[config.mk]
export PLATFORM = sky130hd
export DESIGN_NAME = hdmi_pattern_gen_flat
export DESIGN_NICKNAME = d
export VERILOG_FILES = /design/src/rtl/hdmi_video_pkg.sv /design/src/rtl/hdmi_pattern_gen_if.sv /design/src/rtl/hdmi_pattern_color.sv /design/src/rtl/hdmi_pattern_gen.sv /design/src/flat_wrapper.sv
export SDC_FILE = /design/constraint.sdc
export NUM_CORES = 1
export LEC_CHECK = 0
export ABC_CLOCK_PERIOD_IN_PS = 1600
export BUFFER_PORTS_ARGS = -buffer_cell sky130_fd_sc_hd__buf_2
export CORE_MARGIN = 1
export CORE_UTILIZATION = 51
export DETAILED_ROUTE_END_ITERATION = 10
export PLACE_DENSITY = 0.75
export SETUP_SLACK_MARGIN = 0.4
export SLEW_MARGIN = 25
export SYNTH_ARGS = -nofsm -noshare
export SYNTH_HDL_FRONTEND = slang
export SYNTH_SLANG_ARGS = --single-unit
[constraint.sdc]
create_clock -name clock74 -period 1.6 [get_ports clock74]
set_clock_uncertainty 0.2 [all_clocks]
set_input_delay 0.08 -clock clock74 [delete_from_list [all_inputs] [get_ports clock74]]
set_output_delay 0.08 -clock clock74 [all_outputs]
set_load 0.1 [all_outputs]
[src/rtl/hdmi_video_pkg.sv]
// hdmi_video_pkg: shared 720p geometry, pattern mode codes
// and colour constants for the video path.
package hdmi_video_pkg;

  localparam int DEF_H_ACTIVE = 1280;
  localparam int DEF_V_ACTIVE = 720;
  localparam int DEF_CNT_W    = 11;

  typedef enum logic [1:0] {
    MODE_SOLID = 2'd0,
    MODE_BARS  = 2'd1,
    MODE_CHECK = 2'd2,
    MODE_RAMP  = 2'd3
  } mode_e;

  typedef logic [23:0] rgb_t;

  localparam rgb_t COL_SOLID   = 24'hFF6432;
  localparam rgb_t COL_WHITE   = 24'hFFFFFF;
  localparam rgb_t COL_YELLOW  = 24'hFFFF00;
  localparam rgb_t COL_CYAN    = 24'h00FFFF;
  localparam rgb_t COL_GREEN   = 24'h00FF00;
  localparam rgb_t COL_MAGENTA = 24'hFF00FF;
  localparam rgb_t COL_RED     = 24'hFF0000;
  localparam rgb_t COL_BLUE    = 24'h0000FF;
  localparam rgb_t COL_BLACK   = 24'h000000;

  function automatic rgb_t bar_color(input logic [2:0] idx);
    rgb_t c;
    c = COL_BLACK;
    unique case (idx)
      3'd0: c = COL_WHITE;
      3'd1: c = COL_YELLOW;
      3'd2: c = COL_CYAN;
      3'd3: c = COL_GREEN;
      3'd4: c = COL_MAGENTA;
      3'd5: c = COL_RED;
      3'd6: c = COL_BLUE;
      3'd7: c = COL_BLACK;
    endcase
    return c;
  endfunction

endpackage

[src/rtl/hdmi_pattern_gen_if.sv]
// hdmi_pattern_gen_if: timing stream in, RGB video out,
// plus the mode control strobe.
interface hdmi_pattern_gen_if;

  logic [1:0]  mode_sel;
  logic        mode_load;
  logic        hsync_in;
  logic        vsync_in;
  logic        de_in;
  logic        hsync_out;
  logic        vsync_out;
  logic        de_out;
  logic [23:0] rgb_out;
  logic        frame_start;
  logic [1:0]  active_mode;

  modport master (
    output mode_sel, mode_load,
    output hsync_in, vsync_in, de_in,
    input  hsync_out, vsync_out, de_out,
    input  rgb_out, frame_start, active_mode
  );

  modport slave (
    input  mode_sel, mode_load,
    input  hsync_in, vsync_in, de_in,
    output hsync_out, vsync_out, de_out,
    output rgb_out, frame_start, active_mode
  );

endinterface

[src/rtl/hdmi_pattern_color.sv]
// hdmi_pattern_color: stage 2, registers the pattern colour.
// PATTERN_BORDER_EN adds a white frame border.
module hdmi_pattern_color
  import hdmi_video_pkg::*;
#(
  parameter int H_ACTIVE = DEF_H_ACTIVE,
  parameter int V_ACTIVE = DEF_V_ACTIVE,
  parameter int CNT_W    = DEF_CNT_W
) (
  input  logic             clk,
  input  logic             rst_n,
  input  logic [CNT_W-1:0] x_i,
  input  logic [CNT_W-1:0] y_i,
  input  logic             de_i,
  input  mode_e            mode_i,
  output rgb_t             rgb_o
);

  logic [2:0] bar_idx;
  rgb_t       pat;
  rgb_t       rgb_d;
  rgb_t       rgb_q;

  // Threshold chain; saturates at bar 7 past the active width.
  always_comb begin
    bar_idx = 3'd0;
    for (int i = 1; i < 8; i++) begin
      if (x_i >= CNT_W'(i * (H_ACTIVE / 8)))
        bar_idx = 3'(i);
    end
  end

  always_comb begin
    pat = COL_BLACK;
    unique case (mode_i)
      MODE_SOLID: pat = COL_SOLID;
      MODE_BARS:  pat = bar_color(bar_idx);
      MODE_CHECK: pat = (x_i[5] ^ y_i[5]) ? COL_WHITE
                                          : COL_BLACK;
      MODE_RAMP:  pat = {3{x_i[9:2]}};
    endcase
    rgb_d = de_i ? pat : COL_BLACK;
`ifdef PATTERN_BORDER_EN
    if (de_i && ((x_i == '0) ||
                 (x_i == CNT_W'(H_ACTIVE - 1)) ||
                 (y_i == '0) ||
                 (y_i == CNT_W'(V_ACTIVE - 1))))
      rgb_d = COL_WHITE;
`endif
  end

`ifndef PATTERN_BORDER_EN
  logic unused_y;
  assign unused_y = ^{y_i, V_ACTIVE[0]};
`endif

  always_ff @(posedge clk or negedge rst_n) begin
    if (!rst_n) rgb_q <= COL_BLACK;
    else        rgb_q <= rgb_d;
  end

  assign rgb_o = rgb_q;

endmodule

[src/rtl/hdmi_pattern_gen.sv]
// hdmi_pattern_gen: coordinates, frame-synchronous mode shadow
// and 2-cycle sync delay; PATTERN_BORDER_EN enables the border.
module hdmi_pattern_gen
  import hdmi_video_pkg::*;
#(
  parameter int H_ACTIVE = DEF_H_ACTIVE,
  parameter int V_ACTIVE = DEF_V_ACTIVE,
  parameter int CNT_W    = DEF_CNT_W
) (
  input  logic               clock74,
  input  logic               reset,
  hdmi_pattern_gen_if.slave  vif
);

  logic             de_prev_q;
  logic             vs_prev_q;
  logic             vs_rise;
  logic             de_fall;
  logic [CNT_W-1:0] x_q, x_d;
  logic [CNT_W-1:0] y_q, y_d;
  mode_e            pend_q, pend_d;
  mode_e            act_q, act_d;
  logic             fs_q;
  logic [CNT_W-1:0] s1_x_q, s1_y_q;
  logic             s1_de_q, s1_hs_q, s1_vs_q;
  mode_e            s1_mode_q;
  logic             s2_de_q, s2_hs_q, s2_vs_q;
  rgb_t             rgb;

  assign vs_rise = vif.vsync_in & ~vs_prev_q;
  assign de_fall = de_prev_q & ~vif.de_in;

  always_comb begin
    x_d = '0;
    if (vif.de_in)
      x_d = (&x_q) ? x_q : x_q + 1'b1;
    y_d = y_q;
    if (vs_rise)
      y_d = '0;
    else if (de_fall && !(&y_q))
      y_d = y_q + 1'b1;
    pend_d = vif.mode_load ? mode_e'(vif.mode_sel)
                           : pend_q;
    // Taking pend_d gives the load/vsync bypass for free.
    act_d = vs_rise ? pend_d : act_q;
  end

  always_ff @(posedge clock74 or negedge reset) begin
    if (!reset) begin
      de_prev_q <= 1'b0;
      vs_prev_q <= 1'b0;
      x_q       <= '0;
      y_q       <= '0;
      pend_q    <= MODE_SOLID;
      act_q     <= MODE_SOLID;
      fs_q      <= 1'b0;
      s1_x_q    <= '0;
      s1_y_q    <= '0;
      s1_de_q   <= 1'b0;
      s1_hs_q   <= 1'b0;
      s1_vs_q   <= 1'b0;
      s1_mode_q <= MODE_SOLID;
      s2_de_q   <= 1'b0;
      s2_hs_q   <= 1'b0;
      s2_vs_q   <= 1'b0;
    end else begin
      de_prev_q <= vif.de_in;
      vs_prev_q <= vif.vsync_in;
      x_q       <= x_d;
      y_q       <= y_d;
      pend_q    <= pend_d;
      act_q     <= act_d;
      fs_q      <= vs_rise;
      s1_x_q    <= x_q;
      s1_y_q    <= y_q;
      s1_de_q   <= vif.de_in;
      s1_hs_q   <= vif.hsync_in;
      s1_vs_q   <= vif.vsync_in;
      s1_mode_q <= act_q;
      s2_de_q   <= s1_de_q;
      s2_hs_q   <= s1_hs_q;
      s2_vs_q   <= s1_vs_q;
    end
  end

  hdmi_pattern_color #(
    .H_ACTIVE (H_ACTIVE),
    .V_ACTIVE (V_ACTIVE),
    .CNT_W    (CNT_W)
  ) u_color (
    .clk    (clock74),
    .rst_n  (reset),
    .x_i    (s1_x_q),
    .y_i    (s1_y_q),
    .de_i   (s1_de_q),
    .mode_i (s1_mode_q),
    .rgb_o  (rgb)
  );

  assign vif.hsync_out   = s2_hs_q;
  assign vif.vsync_out   = s2_vs_q;
  assign vif.de_out      = s2_de_q;
  assign vif.rgb_out     = rgb;
  assign vif.frame_start = fs_q;
  assign vif.active_mode = act_q;

endmodule

[src/flat_wrapper.sv]
// flat-port wrapper written by rule: the top's interface ports become plain ports
module hdmi_pattern_gen_flat import hdmi_video_pkg::*;
#(
  parameter int H_ACTIVE = DEF_H_ACTIVE,
  parameter int V_ACTIVE = DEF_V_ACTIVE,
  parameter int CNT_W    = DEF_CNT_W
)
  (clock74, reset, vif_mode_sel, vif_mode_load, vif_hsync_in, vif_vsync_in, vif_de_in, vif_hsync_out, vif_vsync_out, vif_de_out, vif_rgb_out, vif_frame_start, vif_active_mode);
  hdmi_pattern_gen_if vif_i ();
  input  logic clock74;
  input  logic reset;
  input wire logic [$bits(vif_i.mode_sel)-1:0] vif_mode_sel;
  input wire logic [$bits(vif_i.mode_load)-1:0] vif_mode_load;
  input wire logic [$bits(vif_i.hsync_in)-1:0] vif_hsync_in;
  input wire logic [$bits(vif_i.vsync_in)-1:0] vif_vsync_in;
  input wire logic [$bits(vif_i.de_in)-1:0] vif_de_in;
  output wire logic [$bits(vif_i.hsync_out)-1:0] vif_hsync_out;
  output wire logic [$bits(vif_i.vsync_out)-1:0] vif_vsync_out;
  output wire logic [$bits(vif_i.de_out)-1:0] vif_de_out;
  output wire logic [$bits(vif_i.rgb_out)-1:0] vif_rgb_out;
  output wire logic [$bits(vif_i.frame_start)-1:0] vif_frame_start;
  output wire logic [$bits(vif_i.active_mode)-1:0] vif_active_mode;
  assign vif_i.mode_sel = vif_mode_sel;
  assign vif_i.mode_load = vif_mode_load;
  assign vif_i.hsync_in = vif_hsync_in;
  assign vif_i.vsync_in = vif_vsync_in;
  assign vif_i.de_in = vif_de_in;
  assign vif_hsync_out = vif_i.hsync_out;
  assign vif_vsync_out = vif_i.vsync_out;
  assign vif_de_out = vif_i.de_out;
  assign vif_rgb_out = vif_i.rgb_out;
  assign vif_frame_start = vif_i.frame_start;
  assign vif_active_mode = vif_i.active_mode;
  hdmi_pattern_gen #(.H_ACTIVE(H_ACTIVE), .V_ACTIVE(V_ACTIVE), .CNT_W(CNT_W)) u_core (.clock74(clock74), .reset(reset), .vif(vif_i));
endmodule
Word-level counts from Yosys, hierarchy flattened
Memories as Yosys holds them, arrays and structs flattened.
Cells that the tools add are included.
{ "totals": {"register_bits": 76, "mem_count": 1, "in_bits": 8, "mem_bits_ro": 192, "elab_cells": 55} }
{ "memory_table": {"columns": ["memory", "words", "width", "read_ports", "rd_ports_with_merged_regs", "write_ports", "line", "text"], "rows": [
  ["(name not given)", 8, 24, 1, 0, 0, "hdmi_video_pkg.sv:31", "unique case (idx)"]
]} }
{ "classes": {"bitwise": 5, "muxes": 15, "n_eq_ne": 4, "add_sub_neg": 2, "order_cmp": 7, "reduce_logical": 6} }
{ "ops": {"columns": ["operator", "count"], "rows": [
  ["case mux 24 bit (4 select lines)", 1],
  ["two-way mux 24 bit", 2],
  ["two-way mux 11 bit", 4],
  ["greater-or-equal comparator 11 x 10 -> 1 bit, second input constant", 3],
  ["adder 11 x 1 -> 11 bit, second input constant", 2],
  ["greater-or-equal comparator 11 x 9 -> 1 bit, second input constant", 2],
  ["AND reduction 11 bit", 2],
  ["two-way mux 3 bit", 5],
  ["greater-or-equal comparator 11 bit, second input constant", 1],
  ["greater-or-equal comparator 11 x 8 -> 1 bit, second input constant", 1],
  ["equality test 2 bit, second input constant", 2],
  ["two-way mux 2 bit", 2],
  ["bitwise AND 1 bit", 2],
  ["equality test 2 x 1 -> 1 bit, second input constant", 1],
  ["logical NOT 2 bit", 1],
  ["inequality test 2 bit, second input constant", 1],
  ["inverter 1 bit", 2],
  ["nonzero test 2 bit", 1],
  ["logical AND 1 bit", 1],
  ["logical NOT 1 bit", 1],
  ["two-way mux 1 bit", 1],
  ["bitwise XOR 1 bit", 1]
]} }

Logic depth before layout (Yosys ltp)
An unclocked memory read counts as a cell.
{ "depth": {"ltp_word": 11, "ltp_mapped": 6, "depth_no_buf": 5} }

Cells and area by module
Synthesis repeated with hierarchy kept, for this count alone.
{ "hier_totals": {"hier_cells": 273, "area_unflattened_um2": 3210.6} }
{ "modules_own_cells": {"columns": ["mod", "area_each_um2", "seq_area_each_um2", "cells_each", "instances"], "rows": [
  ["hdmi_pattern_gen", 2164.6, 1426.4, 170, 1],
  ["hdmi_pattern_color", 1046.0, 600.6, 103, 1]
]} }

Worst setup path after synthesis
Ideal clock, no wire load.
{ "synth_path": {"path_type": "reg-to-reg", "startpoint": "register u_core.y_q[0]", "endpoint": "register u_core.y_q[9]", "path_buffers": 0, "stages_incl_launch_ff": 6, "arrival_time_ns": 1.483, "setup_slack_ns": -0.161, "path_cell_list": "dfrtp_1 ha_1 nand4_1 o31ai_2 or4_1 a21oi_1"} }
{ "synth_via": {"elab_chain_len": 4, "elab_cells_between_ends": 7} }
{ "synth_rtl": {"columns": ["item", "line", "text"], "rows": [
  ["start, declared", "hdmi_pattern_gen.sv:20", "logic [CNT_W-1:0] y_q, y_d;"],
  ["start signal, assigned", "hdmi_pattern_gen.sv:70", "y_q <= y_d;"],
  ["parallel branches: the longest is 4 deep, another holds adder 11 x 1 -> 11 bit", null, null]
]} }
Several ways; the timed one is not identified. The select of a mux whose other input is x is not followed.
A chain may end at the register's enable or synchronous reset.

Final worst setup path
{ "layout_path": {"startpoint": "register u_core.s1_mode_q[1]", "endpoint": "register u_core.u_color.rgb_q[6], in the netlist u_core.u_color.rgb_o[6]"} }
{ "layout_via": {"elab_chain_len": 3, "elab_cells_between_ends": 6} }
{ "layout_rtl": {"columns": ["item", "line", "text"], "rows": [
  ["start, declared", "hdmi_pattern_gen.sv:26", "mode_e s1_mode_q;"],
  ["start signal, assigned", "hdmi_pattern_gen.sv:79", "s1_mode_q <= act_q;"],
  ["equality test 2 bit (tied with other cells)", "hdmi_pattern_color.sv:35", "unique case (mode_i)"],
  ["case mux 24 bit (4 select lines) (*)", "hdmi_pattern_color.sv:35", null],
  ["two-way mux 24 bit (*)", "hdmi_pattern_color.sv:42", "rgb_d = de_i ? pat : COL_BLACK;"],
  ["via u_core.u_color.rgb_d[6]", "hdmi_pattern_color.sv:21", "rgb_t rgb_d;"],
  ["end signal, assigned", "hdmi_pattern_color.sv:59", "else rgb_q <= rgb_d;"],
  ["end, declared", "hdmi_pattern_color.sv:22", "rgb_t rgb_q;"]
]} }
Mark *: on every way through the listed nets, which the timed path passes. The rest lies on a longest branch.

==> results.ini <==
[run_status]
outcome = finished, violations left
violations = negative setup slack

[global_route]
grt_util_all_layers_pct = 30.58
met2_usage_pct = 55.91
gr-total-overflow = 0
grt_pass1_vias = 2924
grt_most_used_layer = met2
grt_max_degree = 70
grt_pass1_wl_um = 13990
use_met3_pct = 4.419
grtUsageMet1_pct = 32.17
antenna_found_initial = 0

[floorplan]
ios = 38
start_util_pct = 53.69
core_area_um2 = 5574
die_h_um = 78.61
die_w_um = 78.61
rows = 27
dieArea_um2 = 6179

[clocking]
cts_tree = built
clk_latency_ns = 0.35
clock_sinks = 69
clock_tree.root_cell = clkbuf_8
numCtsBuffers = 9
htreeDepth = 3
path_clk_slew_ns = 0.09
clockBufferDepth = 2

[synthesis]
netlist.area_leader.share_pct = 57.69
synth_fp_nets = 280
synth_edf_count = 0
synthMuxAreaShare_pct = 1.087
synth_fa_ha_area_share_pct = 0.8361
synth_area_um2 = 2993
avgSynthCellArea_um2 = 11.08
synth_compound_area_share_pct = 17.27
synth_top_area_cell = dfrtp_1
ys_warn_count = 0
yosysSeqAreaShare_pct = 57.69
synth_top_family_by_area = simple AND/OR/NAND/NOR gates
synthSimpleGateAreaFrac_pct = 17.81
synth.distinct_cells = 56
synthFlopType = dfrtp_1
synthCells = 270
synth_xor_area_share_pct = 2.048
async_reset_ff_share_pct = 100.0
synth_area_leaders = dfrtp_1, a21oi_1, o21ai_0, and2_1, nand2_1
synth_seq_cells = 69

[layout]
drive_above_1_share_pct = 58.40
nFillCells = 181
nets = 404
layout_commonest_cell = buf_4
design_area_um2 = 5149
area_growth_syn_to_layout_pct = 72.03
final_cell_mix = buf_4, dfrtp_1, buf_12, buf_6, a21oi_2
antennaDiodeCount = 0

[placed_design]
detailed_place_hpwl_um = 4338
port_buffers = 37
routabilityCongestion = 0.8249
place_area_um2 = 3775

[job]
maxCapViolCount = 0

[critical_path]
worstPathMaxFanout = 7
crit_path_end_kind = register
cp-start-kind = register
critPathKind = register to register
crit_arrival_ns = 1.99
critPathRequiredTime_ns = 1.66

[hold_path]
hp-class = primary input to register

[pwr]
finalPower_uw = 5461
ir_drop_mv = 0.7688
cellPowerDensity_nw_per_um2 = 1061
cellLeakagePower_uw = 0.002338

[timing]
post-route-period-util_pct = 120.4
hold_violations = 0
fin_ws_ns = -0.3265
hold_slack_ns = 0.04975
tns_ns = -5.440
min_period_ns = 1.927
fmax_ghz = 0.5191
slew-limit-headroom_pct = 70.61
rsz0062_at_grt = yes
finalSetupViolations = 32
drv_slew = 0
tightest_slew_ns = 0.4400

[routing]
drt-wirelength-per-cell_um = 24.48
antenna_left = 0
vias_per_cell = 6.350
route.detailed.drc = 0
drt_pass1_iterations = 5
vias = 2991
drt_iter0_drc = 388
wirelength_um = 11530

## registers in the layout, indices dropped and copies added, names as in the netlist, 2 cells and up
signal / cells
u_core.x_q: 11
u_core.s1_x_q: 9
u_core.y_q: 11
u_core.pend_q: 2
u_core.vif.active_mode: 2
u_core.u_color.rgb_o: 24
u_core.s1_mode_q: 2
## worst max-delay path, cell delays in order (launching register included)
cell and delay, ns:
dfrtp_2 0.47, buf_6 0.15, buf_4 0.16, nor3b_1 0.41
buf_4 0.23, nand2_1 0.09, o211ai_1 0.13
## cells by family (layout without fill, tap and decap cells)
group,Yosys count,after routing
AO/OA/AOI/OAI,77,77
XOR/XNOR,7,7
adder cells (fa/ha/maj),2,2
buffers and inverters,21,150
flip-flops,69,69
multiplexers,3,3
AND/OR/NAND/NOR,91,91
## per-layer routing
metal,part of all wire (%),wire [um]
met1,36,4118
met2,53,6070
met3,6.0,696
met4,5.6,646
met5,0,0
## per-stage QoR
step                instances  worst slack (ns)  util, %
floorplan                 270          -0.09216        -
finish                    471           -0.3265    92.37
detailed placement        414           -0.1355    67.72
CTS                       455           -0.1311    84.13
global placement          414          -0.06963    67.72
global route              471           -0.3313    92.37
## Yosys cell counts, types with 2 or more instances
cell type,count
o211a_1,2
o41ai_1,2
dfrtp_1,69
o31a_1,5
clkbuf_1,7
nor4b_1,2
o31ai_1,3
and3_1,10
buf_2,6
nand4_1,5
o21a_1,3
ha_1,2
o21ai_0,22
xnor2_1,6
or3_1,2
and2_1,12
or4_1,2
nor3b_1,4
nor2_1,11
inv_1,6
nand2_1,18
nand2b_1,2
nor2b_1,2
nor3_1,4
nand3_1,6
a21oi_1,26
mux2_2,2
## final timing paths
path	startpoint	endpoint	depth (start not counted)	slack, ns
max	u_core.s1_mode_q[1]	u_core.u_color.rgb_o[6]	6	-0.33
min	vif_de_in	u_core.y_q[8]	4	0.05
max reg2reg	u_core.s1_mode_q[1]	u_core.u_color.rgb_o[6]	6	-0.33
min reg2reg	u_core.s1_hs_q	u_core.vif.hsync_out	0	0.18
max in group asynchronous	reset	u_core.x_q[4]	3	0.81
min in group asynchronous	reset	u_core.u_color.rgb_o[8]	3	0.08
## power breakdown
part / leakage [uW] / switching, uW / total (uW) / internal (uW)
combinational: 0.00133 / 1090 / 1720 / 633
sequential: 0.000889 / 135 / 2010 / 1870
clock: 0.000123 / 719 / 1730 / 1010
## cell type report
type / count / area [um2] / share of cell area, %
timing repair buffer: 128 / 1406 / 27.31
clock buffer: 12 / 165.2 / 3.208
tap: 72 / 90.09 / 1.750
inverter: 6 / 25.02 / 0.4860
multi-input combinational: 180 / 1643 / 31.91
clock inverter: 4 / 77.57 / 1.507
sequential: 69 / 1742 / 33.83
## repair_timing
action / 4_1_cts / 5_1_grt
endpoints found under the setup margin: 79 / 76
pin swaps: 27 / 40
buffers inserted: 18 / 16
cloned: 0 / 0
endpoints found under the hold margin: 88 / 0
gates resized for setup: 131 / 79
hold buffers: 7 / 0
No activity file was read; power rests on OpenSTA's default activity.
